## config.mk

```make
export PLATFORM = sky130hd
export DESIGN_NAME = div_unit
export DESIGN_NICKNAME = d
export VERILOG_FILES = /design/src/rtl/div_unit_pkg.sv /design/src/rtl/div_unit.sv
export SDC_FILE = /design/constraint.sdc
export NUM_CORES = 1
export LEC_CHECK = 0
export ABC_AREA = 1
export CORE_ASPECT_RATIO = 1.75
export CORE_MARGIN = 10
export CORE_UTILIZATION = 25
export CTS_CLUSTER_DIAMETER = 30
export DETAILED_ROUTE_END_ITERATION = 10
export PLACE_DENSITY = 0.48
export SLEW_MARGIN = 0
export SYNTH_ARGS = -nofsm -noshare
export SYNTH_HDL_FRONTEND = slang
export SYNTH_SLANG_ARGS = --single-unit
export TNS_END_PERCENT = 30
```

## constraint.sdc

```tcl
create_clock -name clk -period 2.4 [get_ports clk]
set_input_delay 0.48 -clock clk [delete_from_list [all_inputs] [get_ports clk]]
set_output_delay 0.48 -clock clk [all_outputs]
set_load 0.02 [all_outputs]
```

## src/rtl/div_unit_pkg.sv

```systemverilog
// Shared constants for the multi-cycle integer divider: FSM state codes,
// result-ready flag values and start/stop request values.
package div_unit_pkg;

  // Divider FSM state codes
  localparam logic [1:0] DIV_FREE    = 2'b00;
  localparam logic [1:0] DIV_BY_ZERO = 2'b01;
  localparam logic [1:0] DIV_ON      = 2'b10;
  localparam logic [1:0] DIV_END     = 2'b11;

  // Value of ready_o when a result is / is not available
  localparam logic DIV_RESULT_READY     = 1'b1;
  localparam logic DIV_RESULT_NOT_READY = 1'b0;

  // Value of start_i for a division request / no request
  localparam logic DIV_START = 1'b1;
  localparam logic DIV_STOP  = 1'b0;

endpackage

```

## src/rtl/div_unit.sv

```systemverilog
// Radix-2 restoring divider, one quotient bit per clock. Signed operands are
// divided as magnitudes and the signs are reapplied on the final edge.
// result_o = {remainder, quotient}; busy_o stalls EX while a division runs.
module div_unit
  import div_unit_pkg::*;
#(
  parameter int WIDTH = 32
) (
  input  logic               clk,
  input  logic               rst,
  input  logic               start_i,
  input  logic               annul_i,
  input  logic               signed_div_i,
  input  logic [WIDTH-1:0]   opdata1_i,
  input  logic [WIDTH-1:0]   opdata2_i,
  output logic [2*WIDTH-1:0] result_o,
  output logic               ready_o,
  output logic               busy_o
);

  localparam int CW = $clog2(WIDTH + 1);

  logic [1:0]       state_reg;
  logic [CW-1:0]    counter_reg;
  // Dividend bits shift out of the top while quotient bits shift in at the bottom
  logic [WIDTH-1:0] dq_reg;
  logic [WIDTH-1:0] rem_reg;
  logic [WIDTH-1:0] divisor_reg;
  logic             neg_quot_reg;
  logic             neg_rem_reg;

  logic [WIDTH-1:0] mag1;
  logic [WIDTH-1:0] mag2;
  logic [WIDTH:0]   shifted;
  logic [WIDTH:0]   diff;
  logic [WIDTH-1:0] quot_fix;
  logic [WIDTH-1:0] rem_fix;

  // Operand magnitudes, one restoring step, and final sign correction.
  // The partial remainder is always below the divisor, so the shifted value
  // is below twice the divisor and the WIDTH+1-bit difference's MSB is its sign.
  always_comb begin
    mag1     = (signed_div_i && opdata1_i[WIDTH-1]) ? (~opdata1_i + 1'b1) : opdata1_i;
    mag2     = (signed_div_i && opdata2_i[WIDTH-1]) ? (~opdata2_i + 1'b1) : opdata2_i;
    shifted  = {rem_reg, dq_reg[WIDTH-1]};
    diff     = shifted - {1'b0, divisor_reg};
    quot_fix = neg_quot_reg ? (~dq_reg + 1'b1) : dq_reg;
    rem_fix  = neg_rem_reg  ? (~rem_reg + 1'b1) : rem_reg;
  end

  // Stall request decodes the state register directly
  assign busy_o = (state_reg == DIV_BY_ZERO) || (state_reg == DIV_ON);

  // Divider FSM and datapath; annul_i overrides everything outside FREE
  always_ff @(posedge clk or negedge rst) begin
    if (!rst) begin
      state_reg    <= DIV_FREE;
      counter_reg  <= '0;
      dq_reg       <= '0;
      rem_reg      <= '0;
      divisor_reg  <= '0;
      neg_quot_reg <= 1'b0;
      neg_rem_reg  <= 1'b0;
      result_o     <= '0;
      ready_o      <= DIV_RESULT_NOT_READY;
    end else begin
      case (state_reg)
        DIV_FREE: begin
          result_o <= '0;
          ready_o  <= DIV_RESULT_NOT_READY;
          if (start_i == DIV_START && !annul_i) begin
            state_reg    <= (opdata2_i == '0) ? DIV_BY_ZERO : DIV_ON;
            counter_reg  <= '0;
            dq_reg       <= mag1;
            rem_reg      <= '0;
            divisor_reg  <= mag2;
            neg_quot_reg <= signed_div_i & (opdata1_i[WIDTH-1] ^ opdata2_i[WIDTH-1]);
            neg_rem_reg  <= signed_div_i & opdata1_i[WIDTH-1];
          end
        end

        DIV_BY_ZERO: begin
          result_o <= '0;
          if (annul_i) begin
            state_reg <= DIV_FREE;
            ready_o   <= DIV_RESULT_NOT_READY;
          end else begin
            state_reg <= DIV_END;
            ready_o   <= DIV_RESULT_READY;
          end
        end

        DIV_ON: begin
          if (annul_i) begin
            state_reg <= DIV_FREE;
            result_o  <= '0;
            ready_o   <= DIV_RESULT_NOT_READY;
          end else if (counter_reg == CW'(WIDTH)) begin
            state_reg <= DIV_END;
            result_o  <= {rem_fix, quot_fix};
            ready_o   <= DIV_RESULT_READY;
          end else begin
            // Keep the difference when non-negative, otherwise restore
            dq_reg      <= {dq_reg[WIDTH-2:0], ~diff[WIDTH]};
            rem_reg     <= diff[WIDTH] ? shifted[WIDTH-1:0] : diff[WIDTH-1:0];
            counter_reg <= counter_reg + 1'b1;
          end
        end

        DIV_END: begin
          if (annul_i || start_i == DIV_STOP) begin
            state_reg <= DIV_FREE;
            result_o  <= '0;
            ready_o   <= DIV_RESULT_NOT_READY;
          end
        end

        default: begin
          state_reg <= DIV_FREE;
          result_o  <= '0;
          ready_o   <= DIV_RESULT_NOT_READY;
        end
      endcase
    end
  end

endmodule

```

Word-level counts from Yosys, hierarchy flattened --
Index checks and enable logic that the tools add are counted.
Word-level totals: flip-flop bits (word level) 171, logic and storage cells 80, output and inout bits 66, input bits 69
Operators by class: add/sub/neg operators 6, bitwise gates (word level) 9, equal/unequal tests 9, muxes and demuxes 33, reduce and logical (&&, ||, !) cells 14
Operator list (number):
- $mux W32 | 11
- $mux W64 | 3
- $pmux W64 S3 | 1
- $add A32 B1 Y32 const B | 4
- $not A32 Y32 | 4
- $pmux W32 S2 | 2
- $sub A33 B32 Y33 | 1
- $logic_not A32 Y1 | 1
- $mux W6 | 3
- $mux W2 | 6
- $pmux W6 S2 | 1
- $ne A2 B2 Y1 const B | 4
- $pmux W2 S4 | 1
- $add A6 B1 Y6 const B | 1
- $eq A6 B6 Y1 const B | 1
- $eq A2 B2 Y1 const B | 2
- $mux W1 | 4
- $pmux W1 S4 | 1
- $reduce_and A2 Y1 | 2
- $reduce_and A4 Y1 | 1
- $logic_and A1 B1 Y1 | 3
- $ne A3 B2 Y1 const B | 1
- $reduce_and A3 Y1 | 1
- $and A1 B1 Y1 | 2
- 8 further kinds | 10

Logic depth before layout (Yosys ltp) --
Gate-level depths: netlist of the first run.
depth after elaboration 6, mapped depth 18, gate-level depth less buffers 17

Least setup slack after synthesis of the first run --
No wires, ideal clock.
path type reg-to-reg, start reg dq_reg[31], end reg rem_reg[12], period minus slack after synthesis 2.187 ns, path buffers 1, arrival 2.070 ns, cell stages (with the launch flop) 19, setup time 0.117 ns, slack 0.213 ns, cells stage by stage dfrtp_1 > inv_1 > ha_1 > fa_1 > inv_1 > nand2_1 > nand2_1 > nand3_1 > nand2_2 > nand2_2 > nand2_4 > nand2_4 > nand2_4 > nand2_8 > nand2_8 > buf_6 > nand2_1 > nand3_1 > nand2_1
On the way: longest elaborated chain between the ends 5
Ends and longest elaborated chain:
- start, declared | RTL line div_unit.sv:26 | logic [WIDTH-1:0] dq_reg;
- start signal, assigned | RTL line div_unit.sv:74 | dq_reg <= mag1;
- start signal, assigned | RTL line div_unit.sv:104 | dq_reg <= {dq_reg[WIDTH-2:0], ~diff[WIDTH]};
- $sub A33 B32 Y33 | RTL line div_unit.sv:46 | diff = shifted - {1'b0, divisor_reg};
- $mux W32 | RTL line div_unit.sv:105 | rem_reg <= diff[WIDTH] ? shifted[WIDTH-1:0] : diff[WIDTH-1:0];
- $mux W32 | RTL line div_unit.sv:98 | end else if (counter_reg == CW'(WIDTH)) begin
- $mux W32 | RTL line div_unit.sv:94 | if (annul_i) begin
- $pmux W32 S2 | RTL line div_unit.sv:67 | case (state_reg)
- end signal, assigned | RTL line div_unit.sv:105
- end, declared | RTL line div_unit.sv:27 | logic [WIDTH-1:0] rem_reg;
No other way between the ends. The select of a mux whose other input is x is not followed. A chain may end at the register's enable or synchronous reset.

Final worst setup path of the first run --
start reg divisor_reg[24], end reg rem_reg[18]
On the way: longest elaborated chain between the ends 5
Ends and longest elaborated chain:
- start, declared | RTL line div_unit.sv:28 | logic [WIDTH-1:0] divisor_reg;
- start signal, assigned | RTL line div_unit.sv:76 | divisor_reg <= mag2;
- $sub A33 B32 Y33 | RTL line div_unit.sv:46
- $mux W32 | RTL line div_unit.sv:105
- $mux W32 | RTL line div_unit.sv:98
- $mux W32 | RTL line div_unit.sv:94
- $pmux W32 S2 | RTL line div_unit.sv:67
No other way between the ends. The select of a mux whose other input is x is not followed.

==> run_results.csv, run 1 <==
group,metric,value,unit
place,placed_cells,3019,
critical_path,slowest_stage,"dfrtp_1",
detailed_routing,wl,54570,microns
clocking,cts-root-buf,"clkbuf_16",
timing,slew_headroom,66.78,%
detailed_routing,vias,14219,
detailed_routing,drcViolationCount,0,
place,dpl_cell_area,16710,sq um
critical_path,path_class,"reg2reg",
yosys,synth_nets,2182,
detailed_routing,routed_via_density,4.627,
min_path,hp-class,"reg2reg",
clocking,cts_made_buffers,17,
detailed_routing,drtIter0Drc,670,
final_layout,top_register,"result_o",
final_layout,drive_gt1_share,15.37,%
clocking,cts_tree,"built",
detailed_routing,ant_nets,0,
critical_path,cp.required,2.75,ns
timing,hold_viol,0,
global_route,grt_max_degree,68,
die,rows,111,
critical_path,path_buf_inv,5,
detailed_routing,wl_per_cell,17.76,microns
clocking,clock_latency,0.46,ns
clocking,cts_sinks,171,
final_layout,nNetsFinal,2494,
final_layout,areaGrowthSynthToFinish,36.85,%
final_layout,antenna_cells,0,
clocking,htreeDepth,4,
final_layout,largest_register_ffs,64,
global_route,antenna_found_initial,0,
yosys,postSynthAreaPerCell,6.362,sq um
global_route,grt_pass1_vias,14695,
die,io_pins,135,
critical_path,cp_max_fo,8,
place,port_buffers,134,
timing,max_slew.worst_pin.slew,0.4978,ns
critical_path,startpoint_type,"flop",
die,core,52220,sq um
critical_path,critPathMaxStageDelay,0.35,ns
timing,fmax,428.3,MHz
pwr,p_leak,9.241,nW
die,start_util,25.22,%
timing,setup_viol,0,
critical_path,crit_path_end_kind,"flop",
pwr,power.total,17.05,mW
critical_path,worstPathCellList,"inv_1 > buf_12 > ha_1 > nand2_2 > nor2_2 > nand2_2 > inv_1 > a21oi_4 > nand2_4 > buf_4 > nand2_8 > clkbuf_16 > nand3_1 > nand3_1 > nand2_1",
global_route,grt_overflow,0,
final_layout,instances_no_fill,3073,
final_layout,design_area,18020,sq um
clocking,clockBufferDepth,2,
yosys,ys_seq_elements,171,
global_route,grt_pass1_wl,83390,microns
critical_path,crit_arrival,2.68,ns
timing,finalCriticalPeriod,2.335,ns
global_route,track_usage,17.19,%
place,gp_congestion,0.9099,
yosys,ys_warn_count,0,
pwr,irDropWorstVdd,0.0005266,V
die,die-area,62620,sq um
job,drv_cap,0,
yosys,syn-cell-area,13170,sq um
yosys,yosysSeqAreaShare,32.49,%
die,die_y,323.6,microns
status,status,"complete, no violations",
timing,slew_violations,0,
detailed_routing,dr.pass1.iters,5,
timing,period_share,97.29,%
die,die_w,193.5,microns
clocking,clk_pin_slew,0.07,ns
critical_path,cpLargestDelayFamily,"simple AND/OR/NAND/NOR gates",
timing,fin_skew,0.01936,ns
place,hpwl,45060,microns
yosys,synth.distinct_cells,48,
yosys,syn-instance-count,2070,
timing,rsz0062_at_grt,"true",
pwr,powerDensity,945.9,nW/um^2
==> synth_stat cells (all sizes together) <==
| cell type | count | share of area [%] |
|---|---|---|
| nand2 | 681 | 20 |
| inv | 297 | 8.5 |
| nand3 | 208 | 8.0 |
| nor2 | 186 | 5.5 |
| dfrtp | 171 | 32 |
| o21ai | 169 | 6.6 |
| a21oi | 94 | 3.7 |
| ha | 42 | 4.0 |
| xor2 | 37 | 2.5 |
| clkbuf | 31 | 0.88 |
| buf | 27 | 1.2 |
| nor3 | 25 | 0.99 |
| nand4 | 21 | 1.0 |
| xnor2 | 13 | 0.86 |
| nand3b | 9 | 0.51 |
| o211ai | 9 | 0.51 |
| o31ai | 7 | 0.40 |
| a22oi | 6 | 0.34 |
| o21bai | 6 | 0.34 |
| o221ai | 5 | 0.33 |
| and2 | 4 | 0.19 |
| nor4 | 4 | 0.19 |
| or2 | 4 | 0.19 |
| a21o | 3 | 0.17 |
| a21boi | 2 | 0.11 |
| a22o | 2 | 0.13 |
| a31oi | 2 | 0.095 |
| and3 | 1 | 0.048 |
| fa | 1 | 0.15 |
| nor3b | 1 | 0.057 |
| o41ai | 1 | 0.067 |
| or3 | 1 | 0.048 |
==> metrics by stage <==
step                util (%)  setup WS (ns)  hold WS [ns]  TNS [ns]
floorplan                  -         0.2126        0.1844         0
global placement       31.99        -0.1466        0.4302    -2.597
detailed placement     31.99        -0.1502        0.4335    -3.043
CTS                    33.65       0.005467        0.4836         0
global route           34.51       -0.07240        0.5074    -1.057
finish                 34.51        0.06502        0.4793         0
==> cells in the final DEF, fill, tap and decap left out, types with 6 or more instances in the layout <==
master / synthesis / final
nand2_1: 667 / 653
inv_1: 293 / 274
buf_4: 5 / 188
nand3_1: 207 / 186
nor2_1: 177 / 173
dfrtp_1: 171 / 171
o21ai_0: 155 / 155
clkdlybuf4s50_1: 0 / 132
a21oi_1: 90 / 89
xor2_1: 37 / 37
ha_1: 42 / 24
inv_2: 4 / 23
nor3_1: 24 / 23
nand2_2: 9 / 22
nand4_1: 21 / 21
nand3_2: 0 / 19
clkbuf_16: 0 / 19
ha_4: 0 / 14
buf_12: 0 / 14
xnor2_1: 13 / 13
nor2_2: 9 / 12
o21ai_1: 11 / 11
o211ai_1: 9 / 9
nand3b_1: 9 / 9
o31ai_1: 7 / 7
clkinv_8: 0 / 7
a22oi_1: 6 / 6
o21bai_1: 6 / 6
==> routing by layer <==
metal,GRT usage (%),wire [microns]
met1,16.11,19460
met5,0,0
met4,11.72,3291
met2,34.00,30500
met3,1.984,1320
==> final timing paths <==
path | to | slack (ns) | cells past startpoint | startpoint
hold / removal | result_o[52] | 0.48 | 2 | result_o[52]
max in group asynchronous | result_o[11] | 1.23 | 3 | rst
setup / recovery | rem_reg[18] | 0.07 | 15 | divisor_reg[24]
setup reg to reg | rem_reg[18] | 0.07 | 15 | divisor_reg[24]
hold reg to reg | result_o[52] | 0.48 | 2 | result_o[52]
min in group asynchronous | divisor_reg[2] | 0.51 | 2 | rst
==> power by group <==
group	total, mW	leakage, nW	switching (mW)	internal [mW]
sequential	4.39	2.26	0.687	3.71
clock	2.95	0.296	1.52	1.43
combinational	9.71	6.69	5.96	3.75
==> worst min-delay path, stage by stage, from the launching register on <==
cell and delay (ns):
dfrtp_1 0.35, nand2_1 0.05, nand2_1 0.05
==> final cells by class <==
| type | instances | area (sq um) |
|---|---|---|
| inverter | 297 | 1115 |
| fill | 5699 | 34200 |
| clock inverter | 15 | 200.2 |
| multi-input combinational | 1547 | 7926 |
| clock buffer | 17 | 425.4 |
| timing repair buffer | 348 | 3229 |
| tap | 678 | 848.3 |
| sequential | 171 | 4279 |
==> kinds of logic (layout without fill, tap and decap cells) <==
kind of cell,after synthesis,in the layout,share of synthesized area [%]
XOR/XNOR,50,50,3.325
AO/OA/AOI/OAI,306,306,12.82
adder cells (fa/ha/maj),43,43,4.142
AND/OR/NAND/NOR,1145,1148,36.69
flip-flops,171,171,32.49
buffers and inverters,355,677,10.54
==> repair_timing <==
| item | in CTS | in global routing |
|---|---|---|
| endpoints found under the hold margin | 32 | 0 |
| gates cloned | 4 | 3 |
| endpoints found under the setup margin | 33 | 48 |
| buffers inserted | 6 | 8 |
| hold buffers | 1 | 0 |
| resized for setup | 33 | 69 |
| pin swaps | 8 | 37 |
Power figures use the tool's default switching activity.
==> run 2: changes to the inputs <==
--- a/config.mk
+++ b/config.mk
@@ -6,6 +6,7 @@
 export NUM_CORES = 1
 export LEC_CHECK = 0
 export ABC_AREA = 1
+export CAP_MARGIN = 15
 export CORE_ASPECT_RATIO = 1.75
 export CORE_MARGIN = 10
 export CORE_UTILIZATION = 25
==> results of run 2 <==
Same layout as run 1: the final DEF is identical, and so are final timing and power.
